$ cat src/rtl/dpram_port_arbiter_if.sv
// dpram_port_arbiter_if: requester-side and RAM-side signals of one shared RAM port.
interface dpram_port_arbiter_if #(
  parameter int RAM_SIZE = 16,
  parameter int BYTE_WIDTH = 8
);
  logic                    m0_req, m1_req;
  logic [BYTE_WIDTH-1:0]   m0_we, m1_we;
  logic [RAM_SIZE-1:0]     m0_addr, m1_addr;
  logic [BYTE_WIDTH*8-1:0] m0_wrdata, m1_wrdata;
  logic                    m0_lock, m1_lock;
  logic                    m0_gnt, m1_gnt;
  logic                    m0_rvalid, m1_rvalid;
  logic [BYTE_WIDTH*8-1:0] m0_rddata, m1_rddata;
  logic                    ram_en;
  logic [BYTE_WIDTH-1:0]   ram_we;
  logic [RAM_SIZE-1:0]     ram_addr;
  logic [BYTE_WIDTH*8-1:0] ram_wrdata, ram_rddata;
  modport slave (
    input  m0_req, m0_we, m0_addr, m0_wrdata, m0_lock,
    input  m1_req, m1_we, m1_addr, m1_wrdata, m1_lock,
    output m0_gnt, m0_rvalid, m0_rddata, m1_gnt, m1_rvalid, m1_rddata,
    output ram_en, ram_we, ram_addr, ram_wrdata,
    input  ram_rddata
  );
  modport master (
    output m0_req, m0_we, m0_addr, m0_wrdata, m0_lock,
    output m1_req, m1_we, m1_addr, m1_wrdata, m1_lock,
    input  m0_gnt, m0_rvalid, m0_rddata, m1_gnt, m1_rvalid, m1_rddata,
    input  ram_en, ram_we, ram_addr, ram_wrdata,
    output ram_rddata
  );
endinterface

$ cat src/rtl/dpram_port_arbiter.sv
// dpram_port_arbiter: round-robin sharing of one RAM port between two requesters.
// Define DPRAM_ARB_LOCK_EN to let a granted requester hold priority via m*_lock.
module dpram_port_arbiter #(
  parameter int RAM_SIZE = 16,
  parameter int BYTE_WIDTH = 8,
  parameter int LOCK_MAX = 16
) (
  input logic ram_clk,
  input logic ram_rstn,
  dpram_port_arbiter_if.slave bus
);
  localparam int DW = BYTE_WIDTH*8;
  logic r_prio, r_rv0, r_rv1;
  logic [RAM_SIZE-1:0] r_addr;
  logic [DW-1:0] r_wrdata;
  logic w_gnt0, w_gnt1, w_any, w_rd, w_hold, w_rv0, w_rv1;
  logic [BYTE_WIDTH-1:0] w_we;
  logic [RAM_SIZE-1:0] w_addr;
  logic [DW-1:0] w_wrdata;
  always_comb begin
    w_gnt0 = ram_rstn & bus.m0_req & (~bus.m1_req | ~r_prio);
    w_gnt1 = ram_rstn & bus.m1_req & (~bus.m0_req | r_prio);
    w_any = w_gnt0 | w_gnt1;
    w_we = w_gnt0 ? bus.m0_we : w_gnt1 ? bus.m1_we : '0;
    w_addr = w_gnt0 ? bus.m0_addr : w_gnt1 ? bus.m1_addr : r_addr;
    w_wrdata = w_gnt0 ? bus.m0_wrdata : w_gnt1 ? bus.m1_wrdata : r_wrdata;
    w_rd = w_any & ~|w_we;
    w_rv0 = r_rv0 & ram_rstn;
    w_rv1 = r_rv1 & ram_rstn;
  end
  assign bus.m0_gnt = w_gnt0;
  assign bus.m1_gnt = w_gnt1;
  assign bus.ram_en = w_any;
  assign bus.ram_we = w_we;
  assign bus.ram_addr = w_addr;
  assign bus.ram_wrdata = w_wrdata;
  assign bus.m0_rvalid = w_rv0;
  assign bus.m1_rvalid = w_rv1;
  assign bus.m0_rddata = w_rv0 ? bus.ram_rddata : '0;
  assign bus.m1_rddata = w_rv1 ? bus.ram_rddata : '0;
`ifdef DPRAM_ARB_LOCK_EN
  localparam int CW = $clog2(LOCK_MAX + 1);
  localparam logic [CW-1:0] LOCK_LAST = CW'(LOCK_MAX - 1);
  logic [CW-1:0] r_lock_cnt;
  // The grant that would reach LOCK_MAX is treated as unlocked so the other side gets a turn
  assign w_hold = w_any & (w_gnt0 ? bus.m0_lock : bus.m1_lock) & (r_lock_cnt != LOCK_LAST);
  always_ff @(posedge ram_clk) begin
    r_lock_cnt <= (!ram_rstn || !w_hold) ? '0 : r_lock_cnt + 1'b1;
  end
`else
  logic w_unused;
  assign w_hold = 1'b0;
  assign w_unused = ^{bus.m0_lock, bus.m1_lock, 32'(LOCK_MAX)};
`endif
  always_ff @(posedge ram_clk) begin
    if (!ram_rstn) begin
      r_prio <= 1'b0;
      r_rv0 <= 1'b0;
      r_rv1 <= 1'b0;
      r_addr <= '0;
      r_wrdata <= '0;
    end else begin
      r_rv0 <= w_rd & w_gnt0;
      r_rv1 <= w_rd & w_gnt1;
      if (w_any) begin
        r_prio <= w_hold ? w_gnt1 : w_gnt0;
        r_addr <= w_addr;
        r_wrdata <= w_wrdata;
      end
    end
  end
endmodule

$ cat src/flat_wrapper.sv
// flat-port wrapper written by rule: the top's interface ports become plain ports
module dpram_port_arbiter_flat 
#(
  parameter int RAM_SIZE = 16,
  parameter int BYTE_WIDTH = 8,
  parameter int LOCK_MAX = 16
)
  (ram_clk, ram_rstn, bus_m0_req, bus_m0_we, bus_m0_addr, bus_m0_wrdata, bus_m0_lock, bus_m1_req, bus_m1_we, bus_m1_addr, bus_m1_wrdata, bus_m1_lock, bus_m0_gnt, bus_m0_rvalid, bus_m0_rddata, bus_m1_gnt, bus_m1_rvalid, bus_m1_rddata, bus_ram_en, bus_ram_we, bus_ram_addr, bus_ram_wrdata, bus_ram_rddata);
  dpram_port_arbiter_if #(.RAM_SIZE(RAM_SIZE), .BYTE_WIDTH(BYTE_WIDTH)) bus_i ();
  input logic ram_clk;
  input logic ram_rstn;
  input wire logic [$bits(bus_i.m0_req)-1:0] bus_m0_req;
  input wire logic [$bits(bus_i.m0_we)-1:0] bus_m0_we;
  input wire logic [$bits(bus_i.m0_addr)-1:0] bus_m0_addr;
  input wire logic [$bits(bus_i.m0_wrdata)-1:0] bus_m0_wrdata;
  input wire logic [$bits(bus_i.m0_lock)-1:0] bus_m0_lock;
  input wire logic [$bits(bus_i.m1_req)-1:0] bus_m1_req;
  input wire logic [$bits(bus_i.m1_we)-1:0] bus_m1_we;
  input wire logic [$bits(bus_i.m1_addr)-1:0] bus_m1_addr;
  input wire logic [$bits(bus_i.m1_wrdata)-1:0] bus_m1_wrdata;
  input wire logic [$bits(bus_i.m1_lock)-1:0] bus_m1_lock;
  output wire logic [$bits(bus_i.m0_gnt)-1:0] bus_m0_gnt;
  output wire logic [$bits(bus_i.m0_rvalid)-1:0] bus_m0_rvalid;
  output wire logic [$bits(bus_i.m0_rddata)-1:0] bus_m0_rddata;
  output wire logic [$bits(bus_i.m1_gnt)-1:0] bus_m1_gnt;
  output wire logic [$bits(bus_i.m1_rvalid)-1:0] bus_m1_rvalid;
  output wire logic [$bits(bus_i.m1_rddata)-1:0] bus_m1_rddata;
  output wire logic [$bits(bus_i.ram_en)-1:0] bus_ram_en;
  output wire logic [$bits(bus_i.ram_we)-1:0] bus_ram_we;
  output wire logic [$bits(bus_i.ram_addr)-1:0] bus_ram_addr;
  output wire logic [$bits(bus_i.ram_wrdata)-1:0] bus_ram_wrdata;
  input wire logic [$bits(bus_i.ram_rddata)-1:0] bus_ram_rddata;
  assign bus_i.m0_req = bus_m0_req;
  assign bus_i.m0_we = bus_m0_we;
  assign bus_i.m0_addr = bus_m0_addr;
  assign bus_i.m0_wrdata = bus_m0_wrdata;
  assign bus_i.m0_lock = bus_m0_lock;
  assign bus_i.m1_req = bus_m1_req;
  assign bus_i.m1_we = bus_m1_we;
  assign bus_i.m1_addr = bus_m1_addr;
  assign bus_i.m1_wrdata = bus_m1_wrdata;
  assign bus_i.m1_lock = bus_m1_lock;
  assign bus_m0_gnt = bus_i.m0_gnt;
  assign bus_m0_rvalid = bus_i.m0_rvalid;
  assign bus_m0_rddata = bus_i.m0_rddata;
  assign bus_m1_gnt = bus_i.m1_gnt;
  assign bus_m1_rvalid = bus_i.m1_rvalid;
  assign bus_m1_rddata = bus_i.m1_rddata;
  assign bus_ram_en = bus_i.ram_en;
  assign bus_ram_we = bus_i.ram_we;
  assign bus_ram_addr = bus_i.ram_addr;
  assign bus_ram_wrdata = bus_i.ram_wrdata;
  assign bus_i.ram_rddata = bus_ram_rddata;
  dpram_port_arbiter #(.RAM_SIZE(RAM_SIZE), .BYTE_WIDTH(BYTE_WIDTH), .LOCK_MAX(LOCK_MAX)) u_core (.ram_clk(ram_clk), .ram_rstn(ram_rstn), .bus(bus_i));
endmodule
$ cat config.mk
export PLATFORM = sky130hd
export DESIGN_NAME = dpram_port_arbiter_flat
export DESIGN_NICKNAME = d
export VERILOG_FILES = /design/src/rtl/dpram_port_arbiter_if.sv /design/src/rtl/dpram_port_arbiter.sv /design/src/flat_wrapper.sv
export SDC_FILE = /design/constraint.sdc
export NUM_CORES = 1
export LEC_CHECK = 0
export CAP_MARGIN = 25
export CORE_AREA = 5 5 180 182
export DETAILED_ROUTE_END_ITERATION = 16
export DIE_AREA = 0 0 185 187
export HOLD_SLACK_MARGIN = 0.02
export PLACE_DENSITY = 0.54
export SLEW_MARGIN = 0
export SYNTH_ARGS = -nofsm -noshare
export SYNTH_HDL_FRONTEND = slang
export SYNTH_SLANG_ARGS = --single-unit
$ cat constraint.sdc
create_clock -name ram_clk -period 2 [get_ports ram_clk]
set_clock_uncertainty 0.15 [all_clocks]
set_input_delay 0.5 -clock ram_clk [delete_from_list [all_inputs] [get_ports ram_clk]]
set_output_delay 0.5 -clock ram_clk [all_outputs]
set_load 0.02 [all_outputs]
==> out/qor.yml, run 1 <==
outcome:
  status: "finished, violations left"
  violations: "negative setup slack"
sta:
  setup_viol: 120
  fin_worst_hold_slack_ps: 324.3
  final_max_slew_viol_count: 0
  tightest_slew_ps: 736.1
  rsz0062_at_grt: "true"
  maxSlewHeadroom_pct: 50.93
  max_freq_mhz: 410.0
  period_needed_ps: 2439
  worst_slack_ps: -438.9
  layout_worst_path_cycle_share_pct: 121.9
  fin_tns_setup_ps: -36020
  finalHoldViolations: 0
power:
  p_seq_share_pct: 30.4
  power.leakage_nw: 6.674
  clockPowerShare_pct: 28.9
  ir_drop_uv: 385.2
  switching_power_mw: 1.776
  powerDensity_nw_per_um2: 443.1
  share_comb_of_total_power_pct: 40.7
  p_int_mw: 3.895
  swShare_pct: 31.31
place:
  place_hpwl_mm: 23.07
  post_dp_cell_area_um2: 10780
  portBuffers: 464
  gp_congestion: 0.7902
synth:
  synth.area.mux_share_pct: 0
  syn_inst: 560
  synth_top_family_by_area: "compound AO/OA/AOI/OAI gates"
  ys_ff_latch: 83
  synthSimpleGateAreaFrac_pct: 26.86
  synth_fp_nets: 806
  synth_xor_area_share_pct: 0
  synthAdderAreaFrac_pct: 0
  ys_types: 22
  synth_seq_area_share_pct: 32.31
  syn_area_um2: 5142
  avgSynthCellArea_um2: 9.183
  ys_warn_count: 0
  synth_compound_area_share_pct: 33.45
detailed_routing:
  drt_iter0_markers: 331
  viasPerCell: 4.754
  detail_route.wl_per_cell_um: 23.17
  drt_pass1_iterations: 7
  wirelength_mm: 35.91
  drc_errors: 0
  vias: 7369
  final_antenna_net_count: 0
floorplanning:
  dieArea_um2: 34600
  start_util_pct: 16.90
  rows: 64
  die_h_um: 187
  die_w_um: 185
  top_level_ports: 467
  core_area_um2: 30430
global_route:
  grt_antenna_before_repair: 6
  grt_pass1_wl_mm: 47.42
  grtUsageTotal_pct: 17.99
  grt_max_degree: 81
  overflow: 0
  grt_pass1_vias: 7295
flow_run:
  drv_cap: 0
cts:
  cts_buffers: 9
  cts_buffer_depth: 2
  clkTransAtPathRegs_ps: 70
  clock-root-buffer: "clkbuf_16"
  htreeDepth: 3
  cts_sinks: 83
  ctsHoldBuffers: 0
  worstSkewPairLatency_ps: 340
  cts_tree: "done"
finish:
  drive_above_1_share_pct: 43.86
  final_area_um2: 12800
  area_growth_pct: 148.9
  fin_nets: 1390
critical_path:
  worstPathRequired_ps: 1350
  crit_path_start_kind: "flop"
  critPathMaxFanout: 35
  worstSetupEndpointType: "primary output"
  crit_arrival_ps: 1790
  criticalPathCategory: "flop to primary output"
min_path:
  hold_path.class: "flop to flop"
-- critical path, stage by stage, from the launching register on --
cell	delay, ps
dfxtp_4	360
nand2b_4	140
and3_4	190
buf_12	190
a221o_1	390
buf_2	170
-- final cells by class --
| class | count | area (um2) |
|---|---|---|
| clock inverters | 6 | 48.80 |
| diodes | 5 | 12.51 |
| repair buffers | 648 | 6802 |
| flip-flops and latches | 83 | 1673 |
| multi-input cells | 400 | 3525 |
| clock buffers | 10 | 229.0 |
| fillers | 2954 | 17630 |
| well taps | 396 | 495.5 |
| inverters | 2 | 12.51 |
-- stage by stage --
step | cells | utilization (%) | worst slack, ps | total power, mW
2_1_floorplan | 560 | - | -150.6 | 2.461
3_3_place_gp | 1437 | 35.42 | -1254 | 3.620
3_5_place_dp | 1437 | 35.42 | -1234 | 3.622
4_1_cts | 1503 | 38.75 | -516.2 | 5.556
5_1_grt | 1550 | 42.06 | -494.3 | 5.924
6_report | 1550 | 42.06 | -438.9 | 5.671
-- power groups by stage --
stage / registers [mW] / clock network, mW / logic (mW)
after floorplan: 1.76 / 0 / 0.704
after global placement: 1.76 / 0 / 1.86
after detailed placement: 1.76 / 0 / 1.86
after CTS: 1.73 / 1.70 / 2.13
after global routing: 1.73 / 1.77 / 2.42
final: 1.73 / 1.64 / 2.31
-- repair_timing --
item	in CTS	in global routing
resized for setup	1003	327
gates cloned	20	15
pin swaps	17	41
buffers inserted	31	36
setup endpoints to repair	303	278
hold endpoints to repair	0	0
-- kinds of logic (layout without fill, tap and decap cells) --
group,Yosys count,after routing
flops,83,83
compound gates,176,176
buf+inv,77,666
other cells,0,5
simple gates,224,224
-- registers in the layout, summed over array words and instances, names as in the netlist --
signal and flops:
u_core.r_wrdata 64, u_core.r_addr 16, u_core.r_prio 1, u_core.r_rv0 1, u_core.r_rv1 1
-- layer usage --
layer  part of all wire [%]  wire length, um  GRT usage, %
met1                     35            12530         18.95
met5                      0                0             0
met2                     55            19610         34.16
met4                    2.7              979         6.098
met3                    7.8             2794         4.648
-- placed cells by master, fill, tap and decap left out, types with 2 or more instances in the layout --
cell and count:
a32oi_2 7, buf_2 59, and2_4 2, dfxtp_1 80, diode_2 5, dfxtp_4 3, buf_8 9, inv_6 3
and3_4 64, dlymetal6s2s_1 6, dlygate4sd2_1 5, o211a_1 80, nor2_1 8, buf_4 129, and2_1 81, a221o_1 80
clkbuf_16 20, a21oi_1 4, buf_12 27, clkinvlp_4 3, buf_16 14, clkdlybuf4s50_1 229, and3_1 65, nor4_1 2
buf_6 159
-- synth_stat cells --
cell | instances | area, um2
and3_1 | 129 | 807.0
nor2_1 | 8 | 30.03
a21oi_1 | 4 | 20.02
o211a_1 | 80 | 800.8
o21ai_1 | 1 | 5.000
nand4_1 | 1 | 6.260
o211ai_1 | 1 | 7.510
clkbuf_1 | 54 | 202.7
buf_2 | 9 | 45.04
inv_2 | 1 | 3.750
and2_1 | 83 | 519.3
buf_4 | 1 | 7.510
inv_1 | 1 | 3.750
buf_6 | 10 | 112.6
a221o_1 | 80 | 800.8
a21boi_2 | 1 | 11.26
nor4_1 | 2 | 12.51
a32oi_1 | 8 | 70.07
nand2b_1 | 1 | 6.260
buf_1 | 1 | 3.750
o21ai_0 | 1 | 5.000
dfxtp_1 | 83 | 1662
-- worst paths after layout --
path	startpoint	endpoint	slack, ps	cells after the start
worst max-delay path	u_core.r_prio	bus_ram_wrdata[46]	-440	5
worst min-delay path	u_core.r_prio	u_core.r_prio	320	1
worst max register to register	u_core.r_prio	u_core.r_rv1	40	9
worst min register to register	u_core.r_prio	u_core.r_prio	320	1
(Power assumes the default switching activity.)
==> inputs of run 2 (changes only) <==
HOLD_SLACK_MARGIN = not set   (was 0.02)
SKIP_LAST_GASP = 1   (was not set)
==> out/qor.yml, run 2 (same netlist as run 1, synthesis figures left out) <==
outcome:
  status: "finished, violations left"
  violations: "negative setup slack"
flow_run:
  drv_cap: 0  # unchanged
finish:
  largest_reg_flops: 64  # unchanged
  final_cell_mix: "228 x clkdlybuf4s50_1, 155 x buf_4, 144 x buf_6"
  top_regs: "u_core.r_wrdata (64), u_core.r_addr (16)"
  fin_nets: 1394  # +0.29%
  area_growth_pct: 149.7
  top_register: "u_core.r_wrdata"
  final_area_um2: 12840  # +0.35%
  layout_commonest_cell: "clkdlybuf4s50_1"
  drive_above_1_share_pct: 45.10  # +1.2 points
  final_core_util_pct: 42.20  # +0.15 points
power:
  powerDensity_nw_per_um2: 437.7  # -1.2%
  ir_drop_uv: 339.8  # -12%
  p_total_mw: 5.622  # -0.87%
  power.leakage_nw: 6.660  # -0.21%
sta:
  rsz0062_at_grt: "true"
  finalHoldViolations: 0  # unchanged
  final_max_slew_viol_count: 0  # unchanged
  worst_slack_ps: -447.8  # -8.817 ps
  period_needed_ps: 2448  # +8.817 ps
  setup_viol: 121  # +0.83%
  maxSlewHeadroom_pct: 50.42  # -0.51 points
  fin_worst_hold_slack_ps: 321.3  # -3.001 ps
  max_freq_mhz: 408.5  # -0.36%
  fin_tns_setup_ps: -37130  # -1111 ps
  tightest_slew_ps: 743.7  # +7.653 ps
  layout_worst_path_cycle_share_pct: 122.4  # +0.44 points
critical_path:
  worstPathRequired_ps: 1350  # about the same
  crit_path_start_kind: "flop"
  r2r_start: "u_core.r_prio"
  startpoint: "u_core.r_prio"
  critPathMaxFanout: 38  # +8.6%
  worstSetupEndpointType: "primary output"
  ff2ff_path_depth: 9  # unchanged
  criticalPathCategory: "flop to primary output"
  crit_arrival_ps: 1800  # about the same
cts:
  cts_tree: "done"
  htreeDepth: 3  # unchanged
  worstSkewPairLatency_ps: 340  # about the same
  cts_sinks: 83  # unchanged
  cts_buffer_depth: 2  # unchanged
  clock-root-buffer: "clkbuf_16"
  cts_buffers: 9  # unchanged
  clkTransAtPathRegs_ps: 70  # about the same
global_route:
  grt_pass1_wl_mm: 47.38  # about the same
  grt_antenna_before_repair: 5  # -1
  overflow: 0  # unchanged
  grtUsageTotal_pct: 17.97  # -0.020 points
  grt_max_degree: 81  # unchanged
  grt_pass1_vias: 7284  # -0.15%
min_path:
  holdPathStages: 1  # unchanged
  hold_start: "u_core.r_prio"
  hold_path.class: "flop to flop"
detailed_routing:
  drc_errors: 0  # unchanged
  drt_pass1_iterations: 4  # -3
  final_antenna_net_count: 0  # unchanged
  wirelength_mm: 35.96  # +0.14%
  vias: 7354  # -0.20%
  detail_route.wl_per_cell_um: 23.16  # about the same
  drt_iter0_markers: 351  # +6.0%
  viasPerCell: 4.735  # -0.40%
floorplanning:
  dieArea_um2: 34600  # unchanged
  start_util_pct: 16.90  # unchanged
  core_area_um2: 30430  # unchanged
  die_h_um: 187  # unchanged
  top_level_ports: 467  # unchanged
  rows: 64  # unchanged
  die_w_um: 185  # unchanged
place:
  place_hpwl_mm: 23.07  # unchanged
  post_dp_cell_area_um2: 10780  # unchanged
  portBuffers: 464  # unchanged
  gp_congestion: 0.7902  # unchanged
[run 2: cell count changes in the layout (fill, tap and decap cells not counted), moves of 2 or more]
cell	previous run	this run
buf_4	129	155
buf_6	159	144
and3_1	65	53
and3_4	64	76
buf_2	59	52
buf_12	27	25
[run 2: path summary, 6_finish.rpt]
check | end | slack, ps
worst max register to register | u_core.r_rv1 | 60
worst min-delay path | u_core.r_prio | 320
worst max-delay path | bus_ram_wrdata[16] | -450
worst min register to register | u_core.r_prio | 320
[run 2: cell type report]
cell class	instances	area, um2
multi-input combinational	400	3585
inverter	2	10.01
timing repair buffer	652	6792
fill	2936	17590
clock buffer	10	229.0
clock inverter	6	48.80
antenna	4	10.01
tap	396	495.5
sequential	83	1673
[run 2: through the flow]
step / cells / setup WS (ps)
floorplan: 560 / -150.6
global route: 1553 / -499.2
global placement: 1437 / -1254
CTS: 1503 / -516.2
finish: 1553 / -447.8
detailed placement: 1437 / -1234
[run 2: what timing repair did]
item                       CTS  global route
setup endpoints to repair  303           277
resized for setup          943           381
setup buffers               31            35
cloned                      20            18
pin swaps                   17            48
hold buffers                 0             0
[run 2: power by group]
part | leakage, nW | internal, mW | switching (mW)
registers | 0.675 | 1.70 | 0.0259
clock network | 0.126 | 0.855 | 0.774
logic | 5.86 | 1.30 | 0.964
total | 6.66 | 3.86 | 1.76
[run 2: metal layers]
layer	GRT usage [%]	share of wire (%)	wire, um
met1	18.93	35	12620
met2	34.12	54	19360
met3	4.551	7.6	2721
met4	6.239	3.5	1257
met5	0	0	0
[run 2: critical path, stage by stage (launching register included)]
cell and delay [ps]:
dfxtp_4 360, nand2b_4 140, and3_4 190, buf_12 180, a221o_1 390, buf_2 170
==> inputs of run 3 (changes only) <==
CORE_AREA = 2 2 182 184   (was 5 5 180 182)
DIE_AREA = 0 0 184 186   (was 0 0 185 187)
PLACE_DENSITY = 0.52   (was 0.54)
==> out/qor.yml, run 3 (same netlist as run 1, synthesis figures left out) <==
outcome:
  status: "finished, violations left"
  violations: "negative setup slack"
power:
  ir_drop_uv: 387.5  # +14%
  powerDensity_nw_per_um2: 449.9  # +2.8%
  power.leakage_nw: 6.457  # -3.0%
cts:
  cts_buffer_depth: 2  # unchanged
  cts_tree: "done"
  clkTransAtPathRegs_ps: 60  # about the same
  clock-root-buffer: "clkbuf_16"
  cts_buffers: 9  # unchanged
  cts_sinks: 83  # unchanged
  htreeDepth: 3  # unchanged
  worstSkewPairLatency_ps: 360  # +20 ps
detailed_routing:
  vias: 7240  # -1.6%
  wirelength_mm: 35.42  # -1.5%
  drc_errors: 0  # unchanged
  final_antenna_net_count: 0  # unchanged
  detail_route.wl_per_cell_um: 23.04  # -0.48%
  viasPerCell: 4.710  # -0.53%
  drt_pass1_iterations: 4  # unchanged
  drt_iter0_markers: 247  # -30%
finish:
  layout.cells.non_filler: 1537  # -1.0%
  area_growth_pct: 140.9
  layout_commonest_cell: "clkdlybuf4s50_1"
  top_register: "u_core.r_wrdata"
  largest_reg_flops: 64  # unchanged
  final_cell_mix: "226 x clkdlybuf4s50_1, 140 x buf_6, 130 x buf_4"
  fin_nets: 1365  # -2.1%
  final_core_util_pct: 38.46  # -3.7 points
  top_regs: "u_core.r_wrdata (64), u_core.r_addr (16)"
  drive_above_1_share_pct: 42.70  # -2.4 points
sta:
  maxSlewHeadroom_pct: 49.63  # -0.79 points
  rsz0062_at_grt: "true"
  setup_viol: 169  # +40%
  worst_slack_ps: -584.0  # -136.2 ps
  max_freq_mhz: 387.0  # -5.3%
  final_max_slew_viol_count: 0  # unchanged
  finalHoldViolations: 0  # unchanged
  tightest_slew_ps: 755.6  # +11.86 ps
  period_needed_ps: 2584  # +136.2 ps
  layout_worst_path_cycle_share_pct: 129.2  # +6.8 points
  fin_tns_setup_ps: -53890  # -16760 ps
critical_path:
  critPathMaxFanout: 5  # -87%
  cp_num_buf_inv: 4  # +2
  critPathSlowestCell: "a221o_1"
  criticalPathCategory: "flop to primary output"
  path_delay_family: "buffers and inverters"
  ff2ff_path_depth: 9  # unchanged
  worstSetupEndpointType: "primary output"
  max_stage_delay_ps: 370  # -20 ps
  cp_cell_sequence: "nand2b_4 > and3_4 > buf_12 > buf_12 > buf_16 > a221o_1 > buf_6"
  crit_arrival_ps: 1930  # +130 ps
  crit_path_frequent_cell: "buf_12"
  worstPathRequired_ps: 1350  # about the same
  rrSetupSlack_ps: -60  # -120 ps
  r2r_start: "u_core.r_prio"
  reg2reg_to: "u_core.r_wrdata[29]"
  crit_path_start_kind: "flop"
min_path:
  hold_start: "u_core.r_wrdata[15]"
  hold_path.class: "flop to flop"
  hold_end: "u_core.r_wrdata[15]"
  holdPathStages: 1  # unchanged
floorplanning:
  die_w_um: 184  # -0.54%
  rows: 66  # +3.1%
  top_level_ports: 467  # unchanged
  dieArea_um2: 34220  # -1.1%
  die_h_um: 186  # -0.53%
  core_area_um2: 32210  # +5.8%
  start_util_pct: 15.97  # -0.93 points
place:
  portBuffers: 464  # unchanged
  place_hpwl_mm: 22.89  # -0.78%
  placed_cells: 1435  # -0.14%
  gp_congestion: 0.8273  # +4.7%
global_route:
  overflow: 0  # unchanged
  grt_pass1_vias: 7153  # -1.8%
  grtUsageTotal_pct: 18.64  # +0.67 points
  grt_pass1_wl_mm: 46.93  # -0.93%
  grt_antenna_before_repair: 11  # +6
  grt_max_degree: 81  # unchanged
flow_run:
  drv_cap: 0  # unchanged
[run 3: through the flow]
stage | worst slack [ps] | hold WS, ps | cell area, um2 | power (mW)
detailed placement | -1366 | 327.9 | 10640 | 3.601
global route | -626.7 | 353.0 | 12380 | 5.802
global placement | -1424 | 320.8 | 10640 | 3.597
CTS | -594.5 | 342.3 | 11810 | 5.508
finish | -584.0 | 339.1 | 12390 | 5.573
floorplan | -150.6 | 313.8 | 5214 | 2.461
[run 3: power breakdown]
group	internal [mW]	switching [mW]	total, mW
clock	0.914	0.749	1.66
sequential	1.70	0.0251	1.73
combinational	1.23	0.949	2.18
[run 3: worst register-to-register path, delay by kind of cell, from the launching register on]
family                 cells  cell delay [ps]
and+or+nand+nor            2              290
DFF                        1              340
buffers and inverters      5              690
AOI/OAI and AO/OA          2              490
[run 3: final cells by class]
cell class	instances	area [um2]
clock inverters	3	21.27
repair buffers	622	6350
inverters	2	7.507
well taps	408	510.5
diodes	5	12.51
fillers	3219	19820
flip-flops and latches	83	1670
multi-input cells	401	3553
clock buffers	13	260.3
[run 3: metal layers]
layer	vias up	GRT usage [%]	part of all wire (%)
met2	358	33.90	51
met5	-	0	0.076
met3	49	5.694	8.0
met4	4	6.880	2.9
li1	3331	-	-
met1	3498	20.34	38
[run 3: worst max-delay path by stage]
stage,from,endpoint,slack [ps],depth (start not counted)
after CTS,u_core.r_prio,bus_ram_wrdata[44],-590,7
after global placement,bus_m1_req,bus_ram_wrdata[46],-1420,7
final,u_core.r_prio,bus_ram_wrdata[16],-580,7
after detailed placement,bus_m1_req,bus_ram_addr[15],-1370,7
after global routing,u_core.r_prio,bus_ram_wrdata[16],-630,7
after floorplan,bus_m0_req,bus_ram_addr[10],-150,6
[run 3: repair_timing]
action / CTS / global route
hold buffers: 0 / 0
gates resized for setup: 975 / 290
buffers inserted: 47 / 25
setup endpoints to repair: 303 / 224
pin swaps: 44 / 26
cloned: 17 / 10
